--- src/rtl/xnor_cmp_pkg.sv ---
// Shared types and helpers for the serial XNOR comparator.
//   state_e            : FSM state encoding (IDLE, RUN, DONE)
//   chunk_popcount     : number of ones in the low n bits of a chunk
//   chunk_lowest_zero  : position of the lowest zero in the low n bits (0 if none)
package xnor_cmp_pkg;

  typedef enum logic [1:0] {
    IDLE = 2'd0,
    RUN  = 2'd1,
    DONE = 2'd2
  } state_e;

  // Helpers take a chunk zero-extended to CHUNK_MAX bits plus the live width n.
  localparam int unsigned CHUNK_MAX   = 64;
  localparam int unsigned CHUNK_CNT_W = 7;

  function automatic logic [CHUNK_CNT_W-1:0] chunk_popcount(
    input logic [CHUNK_MAX-1:0] x,
    input int unsigned          n
  );
    logic [CHUNK_CNT_W-1:0] cnt;
    cnt = '0;
    for (int unsigned i = 0; i < CHUNK_MAX; i++) begin
      if (i < n && x[i]) cnt = cnt + CHUNK_CNT_W'(1);
    end
    return cnt;
  endfunction

  function automatic logic [CHUNK_CNT_W-1:0] chunk_lowest_zero(
    input logic [CHUNK_MAX-1:0] x,
    input int unsigned          n
  );
    logic [CHUNK_CNT_W-1:0] idx;
    logic                   hit;
    idx = '0;
    hit = 1'b0;
    for (int unsigned i = 0; i < CHUNK_MAX; i++) begin
      if (i < n && !x[i] && !hit) begin
        idx = CHUNK_CNT_W'(i);
        hit = 1'b1;
      end
    end
    return idx;
  endfunction

endpackage

--- src/rtl/xnor_serial_comparator_if.sv ---
// Request/result bus of the serial comparator.
//   master : requester (drives start_valid, a, b, res_ready)
//   slave  : comparator (drives start_ready, res_valid, equal, mismatch_idx, match_count)
interface xnor_serial_comparator_if #(
  parameter int unsigned WIDTH = 32
);
  localparam int unsigned IDX_W = (WIDTH > 1) ? $clog2(WIDTH) : 1;
  localparam int unsigned CNT_W = $clog2(WIDTH + 1);

  logic             start_valid;
  logic             start_ready;
  logic [WIDTH-1:0] a;
  logic [WIDTH-1:0] b;
  logic             res_valid;
  logic             res_ready;
  logic             equal;
  logic [IDX_W-1:0] mismatch_idx;
  logic [CNT_W-1:0] match_count;

  modport master (
    output start_valid, a, b, res_ready,
    input  start_ready, res_valid, equal, mismatch_idx, match_count
  );

  modport slave (
    input  start_valid, a, b, res_ready,
    output start_ready, res_valid, equal, mismatch_idx, match_count
  );
endinterface

--- src/rtl/xnor_vector_gate.sv ---
// Combinational W-bit bitwise XNOR, one two-input cell per bit.
//   i_a, i_b : operand slices
//   o_y_c    : ~(i_a ^ i_b), 1 where the bits agree
module xnor_vector_gate #(
  parameter int unsigned W = 8
) (
  input  logic [W-1:0] i_a,
  input  logic [W-1:0] i_b,
  output logic [W-1:0] o_y_c
);
  for (genvar g = 0; g < W; g++) begin : g_bit
    assign o_y_c[g] = ~(i_a[g] ^ i_b[g]);
  end
endmodule

--- src/rtl/xnor_serial_comparator.sv ---
// Multi-cycle equality comparator: scans CHUNK bits per cycle, LSB chunk first.
//   clk, rst_n : clock, asynchronous active-low reset
//   bus        : slave side of the request/result bus (valid/ready both ways)
// Results: equal flag, lowest mismatching bit index, matching-bit count.
module xnor_serial_comparator
  import xnor_cmp_pkg::*;
#(
  parameter int unsigned WIDTH      = 32,
  parameter int unsigned CHUNK      = 8,
  parameter bit          EARLY_EXIT = 1'b1
) (
  input  logic                    clk,
  input  logic                    rst_n,
  xnor_serial_comparator_if.slave bus
);
  localparam int unsigned NCHUNK = WIDTH / CHUNK;
  localparam int unsigned K_W    = (NCHUNK > 1) ? $clog2(NCHUNK) : 1;
  localparam int unsigned IDX_W  = (WIDTH > 1) ? $clog2(WIDTH) : 1;
  localparam int unsigned CNT_W  = $clog2(WIDTH + 1);

  state_e           r_state, w_state_nxt;
  logic [WIDTH-1:0] r_a, r_b, w_a_nxt, w_b_nxt;
  logic [K_W-1:0]   r_k, w_k_nxt;
  logic             r_found, w_found_nxt;
  logic             r_equal, w_equal_nxt;
  logic             r_res_valid, w_res_valid_nxt;
  logic [IDX_W-1:0] r_idx, w_idx_nxt;
  logic [CNT_W-1:0] r_cnt, w_cnt_nxt;

  logic [CHUNK-1:0]       w_x;
  logic                   w_chunk_mis;
  logic [CHUNK_CNT_W-1:0] w_pop;
  logic [CHUNK_CNT_W-1:0] w_lz;
  logic [IDX_W-1:0]       w_base;

  // Operands shift right each RUN cycle, so the current chunk is always the low slice.
  xnor_vector_gate #(.W(CHUNK)) u_gate (
    .i_a   (r_a[CHUNK-1:0]),
    .i_b   (r_b[CHUNK-1:0]),
    .o_y_c (w_x)
  );

  assign w_chunk_mis = ~&w_x;
  assign w_pop       = chunk_popcount(CHUNK_MAX'(w_x), CHUNK);
  assign w_lz        = chunk_lowest_zero(CHUNK_MAX'(w_x), CHUNK);
  assign w_base      = IDX_W'(r_k) * IDX_W'(CHUNK);

  // Next-state and datapath update.
  always_comb begin
    w_state_nxt     = r_state;
    w_a_nxt         = r_a;
    w_b_nxt         = r_b;
    w_k_nxt         = r_k;
    w_found_nxt     = r_found;
    w_equal_nxt     = r_equal;
    w_res_valid_nxt = r_res_valid;
    w_idx_nxt       = r_idx;
    w_cnt_nxt       = r_cnt;
    case (r_state)
      IDLE: begin
        if (bus.start_valid) begin
          w_a_nxt     = bus.a;
          w_b_nxt     = bus.b;
          w_k_nxt     = '0;
          w_found_nxt = 1'b0;
          w_equal_nxt = 1'b0;
          w_idx_nxt   = '0;
          w_cnt_nxt   = '0;
          w_state_nxt = RUN;
        end
      end
      RUN: begin
        w_cnt_nxt = r_cnt + CNT_W'(w_pop);
        w_a_nxt   = r_a >> CHUNK;
        w_b_nxt   = r_b >> CHUNK;
        // First mismatching chunk fixes the index for the rest of the scan.
        if (w_chunk_mis && !r_found) begin
          w_found_nxt = 1'b1;
          w_idx_nxt   = w_base + IDX_W'(w_lz);
        end
        if (r_k == K_W'(NCHUNK - 1) || (EARLY_EXIT && w_chunk_mis)) begin
          w_state_nxt     = DONE;
          w_res_valid_nxt = 1'b1;
          w_equal_nxt     = ~(r_found | w_chunk_mis);
        end else begin
          w_k_nxt = r_k + K_W'(1);
        end
      end
      DONE: begin
        if (bus.res_ready) begin
          w_state_nxt     = IDLE;
          w_res_valid_nxt = 1'b0;
        end
      end
      default: begin
        w_state_nxt     = IDLE;
        w_res_valid_nxt = 1'b0;
      end
    endcase
  end

  // State and datapath registers.
  always_ff @(posedge clk or negedge rst_n) begin
    if (!rst_n) begin
      r_state     <= IDLE;
      r_a         <= '0;
      r_b         <= '0;
      r_k         <= '0;
      r_found     <= 1'b0;
      r_equal     <= 1'b0;
      r_res_valid <= 1'b0;
      r_idx       <= '0;
      r_cnt       <= '0;
    end else begin
      r_state     <= w_state_nxt;
      r_a         <= w_a_nxt;
      r_b         <= w_b_nxt;
      r_k         <= w_k_nxt;
      r_found     <= w_found_nxt;
      r_equal     <= w_equal_nxt;
      r_res_valid <= w_res_valid_nxt;
      r_idx       <= w_idx_nxt;
      r_cnt       <= w_cnt_nxt;
    end
  end

  // Ready is a decode of the state register, so it reads 1 during reset.
  assign bus.start_ready  = (r_state == IDLE);
  assign bus.res_valid    = r_res_valid;
  assign bus.equal        = r_equal;
  assign bus.mismatch_idx = r_idx;
  assign bus.match_count  = r_cnt;

endmodule

--- src/flat_wrapper.sv ---
// flat-port wrapper written by rule: the top's interface ports become plain ports
module xnor_serial_comparator_flat import xnor_cmp_pkg::*;
#(
  parameter int unsigned WIDTH      = 32,
  parameter int unsigned CHUNK      = 8,
  parameter bit          EARLY_EXIT = 1'b1
)
  (clk, rst_n, bus_start_valid, bus_a, bus_b, bus_res_ready, bus_start_ready, bus_res_valid, bus_equal, bus_mismatch_idx, bus_match_count);
  xnor_serial_comparator_if #(.WIDTH(WIDTH)) bus_i ();
  input  logic clk;
  input  logic rst_n;
  input wire logic [$bits(bus_i.start_valid)-1:0] bus_start_valid;
  input wire logic [$bits(bus_i.a)-1:0] bus_a;
  input wire logic [$bits(bus_i.b)-1:0] bus_b;
  input wire logic [$bits(bus_i.res_ready)-1:0] bus_res_ready;
  output wire logic [$bits(bus_i.start_ready)-1:0] bus_start_ready;
  output wire logic [$bits(bus_i.res_valid)-1:0] bus_res_valid;
  output wire logic [$bits(bus_i.equal)-1:0] bus_equal;
  output wire logic [$bits(bus_i.mismatch_idx)-1:0] bus_mismatch_idx;
  output wire logic [$bits(bus_i.match_count)-1:0] bus_match_count;
  assign bus_i.start_valid = bus_start_valid;
  assign bus_i.a = bus_a;
  assign bus_i.b = bus_b;
  assign bus_i.res_ready = bus_res_ready;
  assign bus_start_ready = bus_i.start_ready;
  assign bus_res_valid = bus_i.res_valid;
  assign bus_equal = bus_i.equal;
  assign bus_mismatch_idx = bus_i.mismatch_idx;
  assign bus_match_count = bus_i.match_count;
  xnor_serial_comparator #(.WIDTH(WIDTH), .CHUNK(CHUNK), .EARLY_EXIT(EARLY_EXIT)) u_core (.clk(clk), .rst_n(rst_n), .bus(bus_i));
endmodule
--- config.mk ---
export PLATFORM = sky130hd
export DESIGN_NAME = xnor_serial_comparator_flat
export DESIGN_NICKNAME = d
export VERILOG_FILES = /design/src/rtl/xnor_cmp_pkg.sv /design/src/rtl/xnor_serial_comparator_if.sv /design/src/rtl/xnor_vector_gate.sv /design/src/rtl/xnor_serial_comparator.sv /design/src/flat_wrapper.sv
export SDC_FILE = /design/constraint.sdc
export NUM_CORES = 1
export LEC_CHECK = 0
export ABC_AREA = 1
export CAP_MARGIN = 15
export CELL_PAD_IN_SITES_DETAIL_PLACEMENT = 1
export CELL_PAD_IN_SITES_GLOBAL_PLACEMENT = 1
export CORE_UTILIZATION = 38
export DETAILED_ROUTE_END_ITERATION = 16
export PLACE_DENSITY = 0.89
export SYNTH_ARGS = -nofsm -noshare
export SYNTH_HDL_FRONTEND = slang
export SYNTH_SLANG_ARGS = --single-unit
--- constraint.sdc ---
create_clock -name clk -period 6.4 [get_ports clk]
set_clock_uncertainty 0.15 [all_clocks]
set_input_delay 1.6 -clock clk [delete_from_list [all_inputs] [get_ports clk]]
set_output_delay 1.6 -clock clk [all_outputs]
set_load 0.05 [all_outputs]
==> metrics.csv <==
stage;metric;value;unit
outcome;status;complete, no violations;
timing;Slew Viols, Final;0;
global_route;GR met1 Demand/Resource;26.8;%
critical_path;Setup crit end kind;register;
clock_network;CTS tree;done;
critical_path;max incr delay on CP;420;ps
synthesis;top_reg_cell synth;dfrtp_1;
critical_path;top fanout value on the critical path;4;
synthesis;adder-cell share of the synthesized area;3.85;%
placement;routability cong.;0.876;
critical_path;Worst Setup Path Type;reg2reg;
critical_path;Slowest-stage cell, CP;dfrtp_1;
global_route;initial antenna violation count;0;
floorplanning;Rows;39;
synthesis;Async SR Flop Fraction;100;%
route;DR WL/cell;16.9;um
critical_path;CP Data Required Time;6500;ps
synthesis;post-synthesis register bit count;82;
synthesis;Avg Inst Size Synth;7.97;um2
global_route;met2 Track Usage GR;41.9;%
global_route;GRT busiest layer;met2;
synthesis;Synth Area in Simple Gates;22.8;%
timing;Setup-failing EPs final;0;
layout;fin nets;709;
floorplanning;Die Y;110;um
global_route;GR Layer Usage met3;2.67;%
floorplanning;Top-Level Pins;82;
synthesis;register area share after synthesis;46.4;%
timing;fmax;171;MHz
synthesis;syn nets;636;
synthesis;Post-synth EDFFs;0;
clock_network;CTS buffer count;9;
synthesis;Post-Synthesis Cells;555;
timing;Least-Margin Pin Slew;1050;ps
synthesis;Syn Std Cell Area;4430;um2
global_route;GR Overflow Total;0;
clock_network;clock latency on the worst-skew pair;340;ps
timing;Period Utilization, post-route;91.2;%
route;Via density;5.43;
timing;RSZ-0062 raised after global routing;no;
route;DRT Pass-1 Iters;4;
floorplanning;die width;110;um
clock_network;Root Buffer;clkbuf_16;
clock_network;clock-pin slew on the worst setup and hold paths;60;ps
layout;share of cells above drive strength 1;7.74;%
synthesis;Compound-Gate Fraction of Synth Area;18.8;%
timing;endpoints failing hold;0;
global_route;largest net degree at the start of global routing;83;
clock_network;clk sink count;82;
layout;register area;2050;um2
critical_path;Worst EP arrival;5930;ps
synthesis;largest family of logic cells by synthesized area;simple AND/OR/NAND/NOR gates;
clock_network;H-tree depth;3;
worst_hold_path;hold_sp;u_core.r_b[30];
timing;Hold WS;341;ps
route;# DRC;0;
critical_path;CP most frequent cell;nand2_1;
timing;Rel. slew slack;29.8;%
global_route;via count of the first global-routing pass;4522;
clock_network;clk buf depth;2;
placement;Post-DP HPWL;9170;um
layout;area of the multi-input gates;2110;um2
floorplanning;die area;12100;um2
synthesis;mux share of post-synthesis cell area;0;%
worst_hold_path;Hold Path Class;reg2reg;
floorplanning;Core Area;11400;um2
placement;I/O Buffers;81;
critical_path;crit path launch type;register;
route;number of routed nets with antenna violations;0;
synthesis;Syn. warnings;0;
layout;Inserted Diodes;0;
route;WL final;13100;um
layout;# fillers;1356;
critical_path;Reg2Reg Launch Point;u_core.r_b[1];
global_route;first-pass GRT wire length;21300;um
global_route;GRT Overall Usage;23.2;%
floorplanning;Starting Density;38.9;%
timing;setup TNS;0;ps
timing;min cycle time layout;5840;ps
synthesis;Unique masters post-synth;36;
flow_run;Max Cap Violations;0;
route;drt first-iter violations;286;
route;Vias;4217;
critical_path;CP startpoint;u_core.r_b[1];
synthesis;Post-Synth XOR/XNOR Area;1.95;%
layout;area delta synth->final;28.3;%
## cell type report
| cell class | instances | area share, % |
|---|---|---|
| repair buffers | 87 | 15.0 |
| well taps | 143 | 3.15 |
| flip-flops and latches | 82 | 36.1 |
| clock inverters | 4 | 0.881 |
| clock buffers | 12 | 4.52 |
| multi-input cells | 400 | 37.1 |
| inverters | 48 | 3.17 |
## flip-flops by register name, summed over array words and instances (netlist names)
register / count
u_core.bus.match_count: 6
u_core.r_state: 2
u_core.r_k: 2
u_core.r_found: 1
u_core.r_b: 32
u_core.bus.mismatch_idx: 5
u_core.bus.equal: 1
u_core.r_a: 32
u_core.bus.res_valid: 1
## cells by family (layout without fill, tap and decap cells)
kind of cell             after synthesis  count (layout)
AO/OA/AOI/OAI                        142             142
XOR/XNOR                               9               9
adder cells (fa/ha/maj)               13              13
buffers and inverters                 73             151
flip-flops                            82              82
AND/OR/NAND/NOR                      236             236
## critical path, delay by kind of cell, from the launching register on
family / cells / cell delay (ps)
AND/OR/NAND/NOR: 17 / 1930
AO/OA/AOI/OAI: 5 / 910
XOR/XNOR: 1 / 150
adder cells (fa/ha/maj): 6 / 1670
flip-flops: 1 / 420
buffers and inverters: 6 / 520
## cells in the mapped netlist, drive strengths merged (2+ instances only)
library cell	number	area share, %
nand4	2	0.28
nor2	68	6.1
clkbuf	19	1.6
buf	6	0.57
xor2	3	0.59
nand3	28	3.3
a22o	4	0.79
a21oi	47	5.3
or2	3	0.42
nand3b	3	0.51
a32o	14	3.2
o22ai	3	0.42
o31ai	2	0.34
nand2	130	12
inv	47	4.0
xnor2	6	1.4
a22oi	8	1.4
ha	12	3.4
nor3	2	0.23
dfrtp	82	46
o21ai	62	7.1
## layer usage
metal,up-vias,part of all wire [%]
met5,-,0
met3,33,3.1
met1,2083,41
met4,0,3.1
li1,1994,-
met2,107,52
## final timing paths
path / endpoint / depth (start not counted) / slack, ps
max reg2reg: u_core.bus.match_count[5] / 35 / 560
max in group asynchronous: u_core.r_a[0] / 1 / 4130
max: u_core.bus.match_count[5] / 35 / 560
min reg2reg: u_core.r_b[30] / 1 / 340
min in group asynchronous: u_core.r_b[29] / 1 / 1290
min: u_core.r_b[30] / 1 / 340
## stage by stage
stage	area, um2	worst slack (ps)	utilization (%)	cells
final	5680	562	49.9	776
after global routing	5680	78.7	49.9	776
after CTS	5680	452	49.9	776
after detailed placement	5370	476	47.2	760
after global placement	5370	1070	47.2	760
after floorplan	4430	1260	-	555
## layout by cell type (no fill, tap or decap), types with 3 or more instances in the layout
cell type	count
a22oi_1	8
buf_4	7
clkbuf_16	9
o22ai_1	3
xor2_1	3
a32o_1	14
a22o_1	4
ha_1	12
nand3_1	27
o21ai_0	51
nor2_1	62
clkdlybuf4s50_1	80
inv_1	45
nand2_1	116
dfrtp_1	82
nand3b_1	3
nor2_2	4
nand2_2	13
a21oi_1	47
o21ai_1	10
xnor2_1	5
## what timing repair did
| action | in CTS | in global routing |
|---|---|---|
| hold buffers | 0 | 0 |
| setup buffers | 0 | 0 |
| endpoints found under the setup margin | 0 | 1 |
| gates resized for setup | 0 | 1 |
Power is not shown: default switching activity piles up to over one toggle a cycle in this logic, so the estimate is an artifact.
